**src/rtl/hyp_dispatcher.sv**
```systemverilog
// Operand FIFO and start/busy sequencer in front of the hypotenuse block.
// Results land in a single-entry valid/ready output register.
module hyp_dispatcher #(
  parameter int DEPTH   = 4,
  parameter int TIMEOUT = 1023
) (
  input  logic        clk,
  input  logic        rst,
  input  logic        in_valid,
  output logic        in_ready,
  input  logic [7:0]  in_a,
  input  logic [7:0]  in_b,
  output logic        hyp_start,
  output logic [7:0]  hyp_a,
  output logic [7:0]  hyp_b,
  input  logic        hyp_busy,
  input  logic [11:0] hyp_y,
  output logic        out_valid,
  input  logic        out_ready,
  output logic [11:0] out_y,
  output logic        err,
  output logic [7:0]  done_cnt
);

  localparam int AW = $clog2(DEPTH);
  localparam logic [AW:0] FULL_C    = (AW+1)'(DEPTH);
  localparam logic [15:0] TO_LAST_C = 16'(TIMEOUT - 1);

  typedef enum logic [1:0] {
    IDLE      = 2'd0,
    WAIT_BUSY = 2'd1,
    WAIT_DONE = 2'd2
  } state_t;

  state_t      state_q, state_d;
  logic [7:0]  mem_a_q [DEPTH];
  logic [7:0]  mem_b_q [DEPTH];
  logic [AW-1:0] wr_ptr_q, rd_ptr_q;
  logic [AW:0] count_q;
  logic [1:0]  wb_cnt_q, wb_cnt_d;
  logic [15:0] to_cnt_q, to_cnt_d;
  logic        hyp_start_q, hyp_start_d;
  logic [7:0]  hyp_a_q, hyp_a_d, hyp_b_q, hyp_b_d;
  logic        out_valid_q, out_valid_d;
  logic [11:0] out_y_q, out_y_d;
  logic        err_q, err_d;
  logic [7:0]  done_cnt_q, done_cnt_d;
  logic        push_s, pop_s, load_s;

  // A full FIFO refuses pushes even when a pop happens in the same cycle.
  assign in_ready = (count_q < FULL_C);
  assign push_s   = in_valid && in_ready;

  always_ff @(posedge clk) begin
    if (push_s) begin
      mem_a_q[wr_ptr_q] <= in_a;
      mem_b_q[wr_ptr_q] <= in_b;
    end
  end

  always_ff @(posedge clk) begin
    if (rst) begin
      wr_ptr_q <= '0;
      rd_ptr_q <= '0;
      count_q  <= '0;
    end else begin
      if (push_s) wr_ptr_q <= wr_ptr_q + AW'(1);
      if (pop_s)  rd_ptr_q <= rd_ptr_q + AW'(1);
      case ({push_s, pop_s})
        2'b10:   count_q <= count_q + (AW+1)'(1);
        2'b01:   count_q <= count_q - (AW+1)'(1);
        default: count_q <= count_q;
      endcase
    end
  end

  always_comb begin
    state_d     = state_q;
    wb_cnt_d    = wb_cnt_q;
    to_cnt_d    = to_cnt_q;
    hyp_start_d = 1'b0;
    hyp_a_d     = hyp_a_q;
    hyp_b_d     = hyp_b_q;
    err_d       = err_q;
    pop_s       = 1'b0;
    load_s      = 1'b0;
    case (state_q)
      IDLE: begin
        if ((count_q != '0) && (!out_valid_q || out_ready) && !hyp_busy) begin
          pop_s       = 1'b1;
          hyp_a_d     = mem_a_q[rd_ptr_q];
          hyp_b_d     = mem_b_q[rd_ptr_q];
          hyp_start_d = 1'b1;
          wb_cnt_d    = 2'd0;
          state_d     = WAIT_BUSY;
        end else begin
          state_d = IDLE;
        end
      end
      WAIT_BUSY: begin
        if (hyp_busy) begin
          to_cnt_d = 16'd0;
          state_d  = WAIT_DONE;
        end else if (wb_cnt_q == 2'd3) begin
          err_d   = 1'b1;
          state_d = IDLE;
        end else begin
          wb_cnt_d = wb_cnt_q + 2'd1;
        end
      end
      WAIT_DONE: begin
        if (!hyp_busy) begin
          load_s  = 1'b1;
          state_d = IDLE;
        end else if (to_cnt_q == TO_LAST_C) begin
          err_d   = 1'b1;
          state_d = IDLE;
        end else begin
          to_cnt_d = to_cnt_q + 16'd1;
        end
      end
      default: state_d = IDLE;
    endcase
  end

  // A freshly loaded result wins over a same-cycle drain of the old one.
  always_comb begin
    out_valid_d = out_valid_q;
    out_y_d     = out_y_q;
    done_cnt_d  = done_cnt_q;
    if (load_s) begin
      out_valid_d = 1'b1;
      out_y_d     = hyp_y;
      done_cnt_d  = done_cnt_q + 8'd1;
    end else if (out_valid_q && out_ready) begin
      out_valid_d = 1'b0;
    end else begin
      out_valid_d = out_valid_q;
    end
  end

  always_ff @(posedge clk) begin
    if (rst) begin
      state_q     <= IDLE;
      wb_cnt_q    <= 2'd0;
      to_cnt_q    <= 16'd0;
      hyp_start_q <= 1'b0;
      hyp_a_q     <= 8'd0;
      hyp_b_q     <= 8'd0;
      out_valid_q <= 1'b0;
      out_y_q     <= 12'd0;
      err_q       <= 1'b0;
      done_cnt_q  <= 8'd0;
    end else begin
      state_q     <= state_d;
      wb_cnt_q    <= wb_cnt_d;
      to_cnt_q    <= to_cnt_d;
      hyp_start_q <= hyp_start_d;
      hyp_a_q     <= hyp_a_d;
      hyp_b_q     <= hyp_b_d;
      out_valid_q <= out_valid_d;
      out_y_q     <= out_y_d;
      err_q       <= err_d;
      done_cnt_q  <= done_cnt_d;
    end
  end

  assign hyp_start = hyp_start_q;
  assign hyp_a     = hyp_a_q;
  assign hyp_b     = hyp_b_q;
  assign out_valid = out_valid_q;
  assign out_y     = out_y_q;
  assign err       = err_q;
  assign done_cnt  = done_cnt_q;

endmodule
```
**config.mk**
```make
export PLATFORM = sky130hd
export DESIGN_NAME = hyp_dispatcher
export DESIGN_NICKNAME = d
export VERILOG_FILES = /design/src/rtl/hyp_dispatcher.sv
export SDC_FILE = /design/constraint.sdc
export NUM_CORES = 1
export LEC_CHECK = 0
export CAP_MARGIN = 25
export CORE_AREA = 8 8 88 148
export CTS_CLUSTER_DIAMETER = 150
export DETAILED_ROUTE_END_ITERATION = 16
export DIE_AREA = 0 0 96 156
export PLACE_DENSITY = 0.73
export SYNTH_ARGS = -nofsm -noshare
export SYNTH_HDL_FRONTEND = slang
export SYNTH_SLANG_ARGS = --single-unit
```
**constraint.sdc**
```tcl
create_clock -name clk -period 2.8 [get_ports clk]
set_clock_uncertainty 0.05 [all_clocks]
set_input_delay 0.84 -clock clk [delete_from_list [all_inputs] [get_ports clk]]
set_output_delay 0.84 -clock clk [all_outputs]
set_load 0.05 [all_outputs]
```
==> flow_results.xml <==
<?xml version="1.0" encoding="UTF-8"?>
<metrics>
  <group name="status">
    <metric name="run_status" unit="">finished, final reports clean</metric>
  </group>
  <group name="worst_setup_path">
    <metric name="end_kind" unit="">flop</metric>
    <metric name="criticalPathCategory" unit="">in -&gt; reg</metric>
    <metric name="slowest_stage" unit="">sky130_fd_sc_hd__clkdlybuf4s50_1</metric>
    <metric name="worstReg2RegEnd" unit="">to_cnt_q[8]</metric>
    <metric name="cp_cell_sequence" unit="">clkdlybuf4s50_1, nand2b_1, nand3_1, inv_1, ha_1, inv_1, fa_1, xor2_1, or3_1, a21oi_1</metric>
    <metric name="path_common_cell" unit="">sky130_fd_sc_hd__inv_1</metric>
    <metric name="critPathRequiredTime" unit="ps">3090</metric>
    <metric name="depth_of_the_worst_register_to_register_path" unit="">5</metric>
    <metric name="reg2reg_from" unit="">to_cnt_q[11]</metric>
    <metric name="r2r_setup_slack" unit="ps">450</metric>
    <metric name="critical-path-top-delay-family" unit="">buffers and inverters</metric>
    <metric name="critical_path_peak_fanout" unit="">2</metric>
    <metric name="critical_path.n_buffers_inverters" unit="">3</metric>
    <metric name="crit_arrival" unit="ps">2880</metric>
    <metric name="worst_setup_path_start_kind" unit="">input pin</metric>
    <metric name="worst_path_max_stage_delay" unit="ps">480</metric>
  </group>
  <group name="route">
    <metric name="drcViolationCount" unit="">0</metric>
    <metric name="drt_first_iter_violations" unit="">146</metric>
    <metric name="vias" unit="">3722</metric>
    <metric name="route.final.wire_length" unit="um">12000</metric>
    <metric name="viasPerCell" unit="">5.56</metric>
    <metric name="drt-pass1-iter-count" unit="">4</metric>
    <metric name="post_route_ant_nets" unit="">0</metric>
    <metric name="detail_route.wl_per_cell" unit="um">17.9</metric>
  </group>
  <group name="final_layout">
    <metric name="drive_above_1_share" unit="%">14.5</metric>
    <metric name="fillCellCount" unit="">875</metric>
    <metric name="antenna-diode-count" unit="">0</metric>
    <metric name="finalNetCount" unit="">567</metric>
    <metric name="final-instance-count-excl-fill" unit="">669</metric>
    <metric name="flow.area_growth_from_synthesis" unit="%">30.2</metric>
  </group>
  <group name="global_routing">
    <metric name="grt_util_met2" unit="%">32.6</metric>
    <metric name="gr-usage-all-layers" unit="%">17.1</metric>
    <metric name="globalRouteOverflowTotal" unit="">0</metric>
    <metric name="gr-max-usage-layer" unit="">met2</metric>
    <metric name="grt_pass1_wl" unit="um">19600</metric>
    <metric name="use_met1" unit="%">16.2</metric>
    <metric name="routing_usage_on_met3" unit="%">4.53</metric>
    <metric name="grt_max_degree" unit="">29</metric>
    <metric name="grt_antenna_before_repair" unit="">0</metric>
    <metric name="via_count_of_the_first_global_routing_pass" unit="">3979</metric>
  </group>
  <group name="yosys">
    <metric name="postSynthRegisterBits" unit="">130</metric>
    <metric name="synth_fp_nets" unit="">479</metric>
    <metric name="synthesis.instances" unit="">436</metric>
    <metric name="synth_sequential_area_ratio" unit="%">62.0</metric>
    <metric name="avgSynthCellArea" unit="um2">12.0</metric>
    <metric name="post_synth_num_cell_types" unit="">46</metric>
    <metric name="async_flop_share" unit="%">0</metric>
    <metric name="synth-main-ff-cell" unit="">sky130_fd_sc_hd__dfxtp_1</metric>
    <metric name="synth.yosys.warnings" unit="">0</metric>
    <metric name="mappedNetlistArea" unit="um2">5230</metric>
    <metric name="count_of_flip_flops_with_a_built_in_enable_after_synthesis" unit="">64</metric>
  </group>
  <group name="die">
    <metric name="die-height" unit="um">156</metric>
    <metric name="initial_utilization" unit="%">47.4</metric>
    <metric name="i_o_pin_count" unit="">73</metric>
    <metric name="num_rows" unit="">51</metric>
    <metric name="fp.dieArea" unit="um2">15000</metric>
    <metric name="core_area" unit="um2">11000</metric>
    <metric name="fp.dieW" unit="um">96</metric>
  </group>
  <group name="hold_path">
    <metric name="hold_class" unit="">reg -&gt; reg</metric>
    <metric name="start_point_of_the_worst_min_delay_path" unit="">hyp_a[5]</metric>
    <metric name="hold-path-cell-count" unit="">2</metric>
    <metric name="holdPathEnd" unit="">hyp_a[5]</metric>
  </group>
  <group name="clocking">
    <metric name="clock-root-buffer" unit="">sky130_fd_sc_hd__clkbuf_16</metric>
    <metric name="clk_path_buf_depth" unit="">2</metric>
    <metric name="numCtsBuffers" unit="">17</metric>
    <metric name="clkSlewWorstSetupHoldPaths" unit="ps">60</metric>
    <metric name="tritoncts" unit="">yes</metric>
    <metric name="worst_skew_pair_latency" unit="ps">400</metric>
    <metric name="postCtsSetupRepairBufs" unit="">0</metric>
    <metric name="tritoncts_sink_count" unit="">130</metric>
    <metric name="htree_num_levels" unit="">4</metric>
  </group>
  <group name="pwr">
    <metric name="powerDensity" unit="nW/um2">865</metric>
    <metric name="cellLeakagePower" unit="nW">2.30</metric>
    <metric name="report.power.total" unit="W">0.00589</metric>
    <metric name="ir_worst_vdd" unit="mV">0.970</metric>
  </group>
  <group name="sta">
    <metric name="finalMaxSlewViolations" unit="">0</metric>
    <metric name="hold_violations" unit="">0</metric>
    <metric name="finalSetupTns" unit="ps">0</metric>
    <metric name="fin_crit_sh" unit="%">92.7</metric>
    <metric name="slew_headroom" unit="%">41.1</metric>
    <metric name="worst_slew_pin_slew" unit="ps">883</metric>
    <metric name="maxClockFrequency" unit="MHz">385</metric>
    <metric name="rsz_0062_raised_after_global_routing" unit="">false</metric>
    <metric name="number_of_setup_violations_in_the_final_report" unit="">0</metric>
    <metric name="worst_slack" unit="ps">205</metric>
    <metric name="post-route-min-period" unit="ps">2600</metric>
  </group>
  <group name="placement">
    <metric name="detailed_place_hpwl" unit="um">8230</metric>
    <metric name="pre_cts_slack" unit="ps">-328</metric>
    <metric name="placement.io_buffers" unit="">72</metric>
    <metric name="gp_congestion" unit="">0.857</metric>
    <metric name="place_inst" unit="">637</metric>
  </group>
  <group name="job">
    <metric name="maxCapViolations" unit="">0</metric>
  </group>
</metrics>
==> Yosys cell counts (4+ instances only) <==
library cell / count / area, um2
sky130_fd_sc_hd__a21oi_1: 44 / 220
sky130_fd_sc_hd__a31oi_1: 5 / 31.3
sky130_fd_sc_hd__and2_1: 5 / 31.3
sky130_fd_sc_hd__and3_1: 5 / 31.3
sky130_fd_sc_hd__clkbuf_1: 17 / 63.8
sky130_fd_sc_hd__dfxtp_1: 66 / 1320
sky130_fd_sc_hd__edfxtp_1: 64 / 1920
sky130_fd_sc_hd__ha_1: 9 / 113
sky130_fd_sc_hd__inv_1: 14 / 52.6
sky130_fd_sc_hd__mux4_2: 16 / 360
sky130_fd_sc_hd__nand2_1: 71 / 267
sky130_fd_sc_hd__nand3_1: 10 / 50.1
sky130_fd_sc_hd__nand4_1: 8 / 50.1
sky130_fd_sc_hd__nor2_1: 20 / 75.1
sky130_fd_sc_hd__nor3_1: 4 / 20.0
sky130_fd_sc_hd__o211ai_1: 5 / 37.5
sky130_fd_sc_hd__o21ai_0: 5 / 25.0
sky130_fd_sc_hd__or3_1: 9 / 56.3
sky130_fd_sc_hd__or4_1: 7 / 52.6
sky130_fd_sc_hd__xnor2_1: 6 / 52.6
sky130_fd_sc_hd__xor2_1: 6 / 52.6
==> worst max path at each step <==
stage	startpoint	to	cells past startpoint
after global routing	out_ready	count_q[2]	10
after CTS	hyp_busy	count_q[2]	10
after floorplan	hyp_busy	count_q[2]	11
after detailed placement	hyp_busy	count_q[2]	10
after global placement	hyp_busy	count_q[2]	10
final	out_ready	count_q[2]	10
==> metal layers <==
layer,routed length (um),up-vias,share of wire [%]
met2,7010,74,59
met5,0,-,0
met1,4270,1861,36
li1,-,1765,-
met3,441,22,3.7
met4,234,0,2.0
==> per-stage QoR <==
step,area [um2],hold WS (ps),utilization (%)
finish,6800,403,61.6
global route,6800,425,61.6
floorplan,5230,414,-
global placement,6210,394,56.2
detailed placement,6210,398,56.2
CTS,6800,407,61.6
==> worst min-delay path, stage by stage (launching register included) <==
cell                      delay (ps)
sky130_fd_sc_hd__dfxtp_1         310
sky130_fd_sc_hd__nand2_1          50
sky130_fd_sc_hd__a21oi_1          50
==> cell families after synthesis <==
group | count (synthesis) | share of synthesized area (%)
simple gates | 156 | 14.5
flops | 130 | 62.0
compound gates | 74 | 8.71
buf+inv | 38 | 3.28
mux | 16 | 6.89
xor+xnor | 12 | 2.01
fa+ha+maj | 10 | 2.54
==> cell type report <==
type | instances | area, um2 | share of cell area, %
Sequential cell | 130 | 3240 | 47.7
Multi-Input combinational cell | 268 | 1820 | 26.8
Timing Repair Buffer | 93 | 926 | 13.6
Clock buffer | 17 | 425 | 6.25
Clock inverter | 15 | 169 | 2.48
Tap cell | 132 | 165 | 2.43
Inverter | 14 | 52.6 | 0.772
==> placed cells by master (no fill, tap or decap), types with 6 or more instances in the layout <==
cell type,netlist,layout
sky130_fd_sc_hd__nand3_1,10,10
sky130_fd_sc_hd__or4_1,7,7
sky130_fd_sc_hd__clkdlybuf4s50_1,0,70
sky130_fd_sc_hd__nand4_1,8,8
sky130_fd_sc_hd__a21oi_1,44,44
sky130_fd_sc_hd__nor2_1,20,20
sky130_fd_sc_hd__inv_1,14,14
sky130_fd_sc_hd__xnor2_1,6,6
sky130_fd_sc_hd__nand2_1,71,71
sky130_fd_sc_hd__ha_1,9,9
sky130_fd_sc_hd__clkbuf_16,0,17
sky130_fd_sc_hd__dfxtp_1,66,66
sky130_fd_sc_hd__mux4_2,16,16
sky130_fd_sc_hd__xor2_1,6,6
sky130_fd_sc_hd__buf_4,0,17
sky130_fd_sc_hd__edfxtp_1,64,64
sky130_fd_sc_hd__or3_1,9,9
sky130_fd_sc_hd__inv_6,0,6
==> power breakdown <==
| group | leakage [nW] | internal [W] | total [W] | switching [W] |
|---|---|---|---|---|
| Sequential | 1.12 | 0.00222 | 0.00234 | 0.000113 |
| Combinational | 0.883 | 0.000548 | 0.00135 | 0.000801 |
| Clock | 0.295 | 0.00134 | 0.00220 | 0.000867 |
==> registers in the layout (all words and copies together), names as in the netlist, 3 cells and up <==
| register | cells |
|---|---|
| mem_a_q | 32 |
| hyp_a | 8 |
| count_q | 3 |
| to_cnt_q | 16 |
| mem_b_q | 32 |
| out_y | 12 |
| hyp_b | 8 |
| done_cnt | 8 |
==> timing repair <==
action | in CTS | in global routing
endpoints found under the hold margin | 0 | 0
hold buffers | 0 | 0
endpoints found under the setup margin | 0 | 1
resized for setup | 0 | 1
Note: power is estimated with default switching activity, not from simulation.
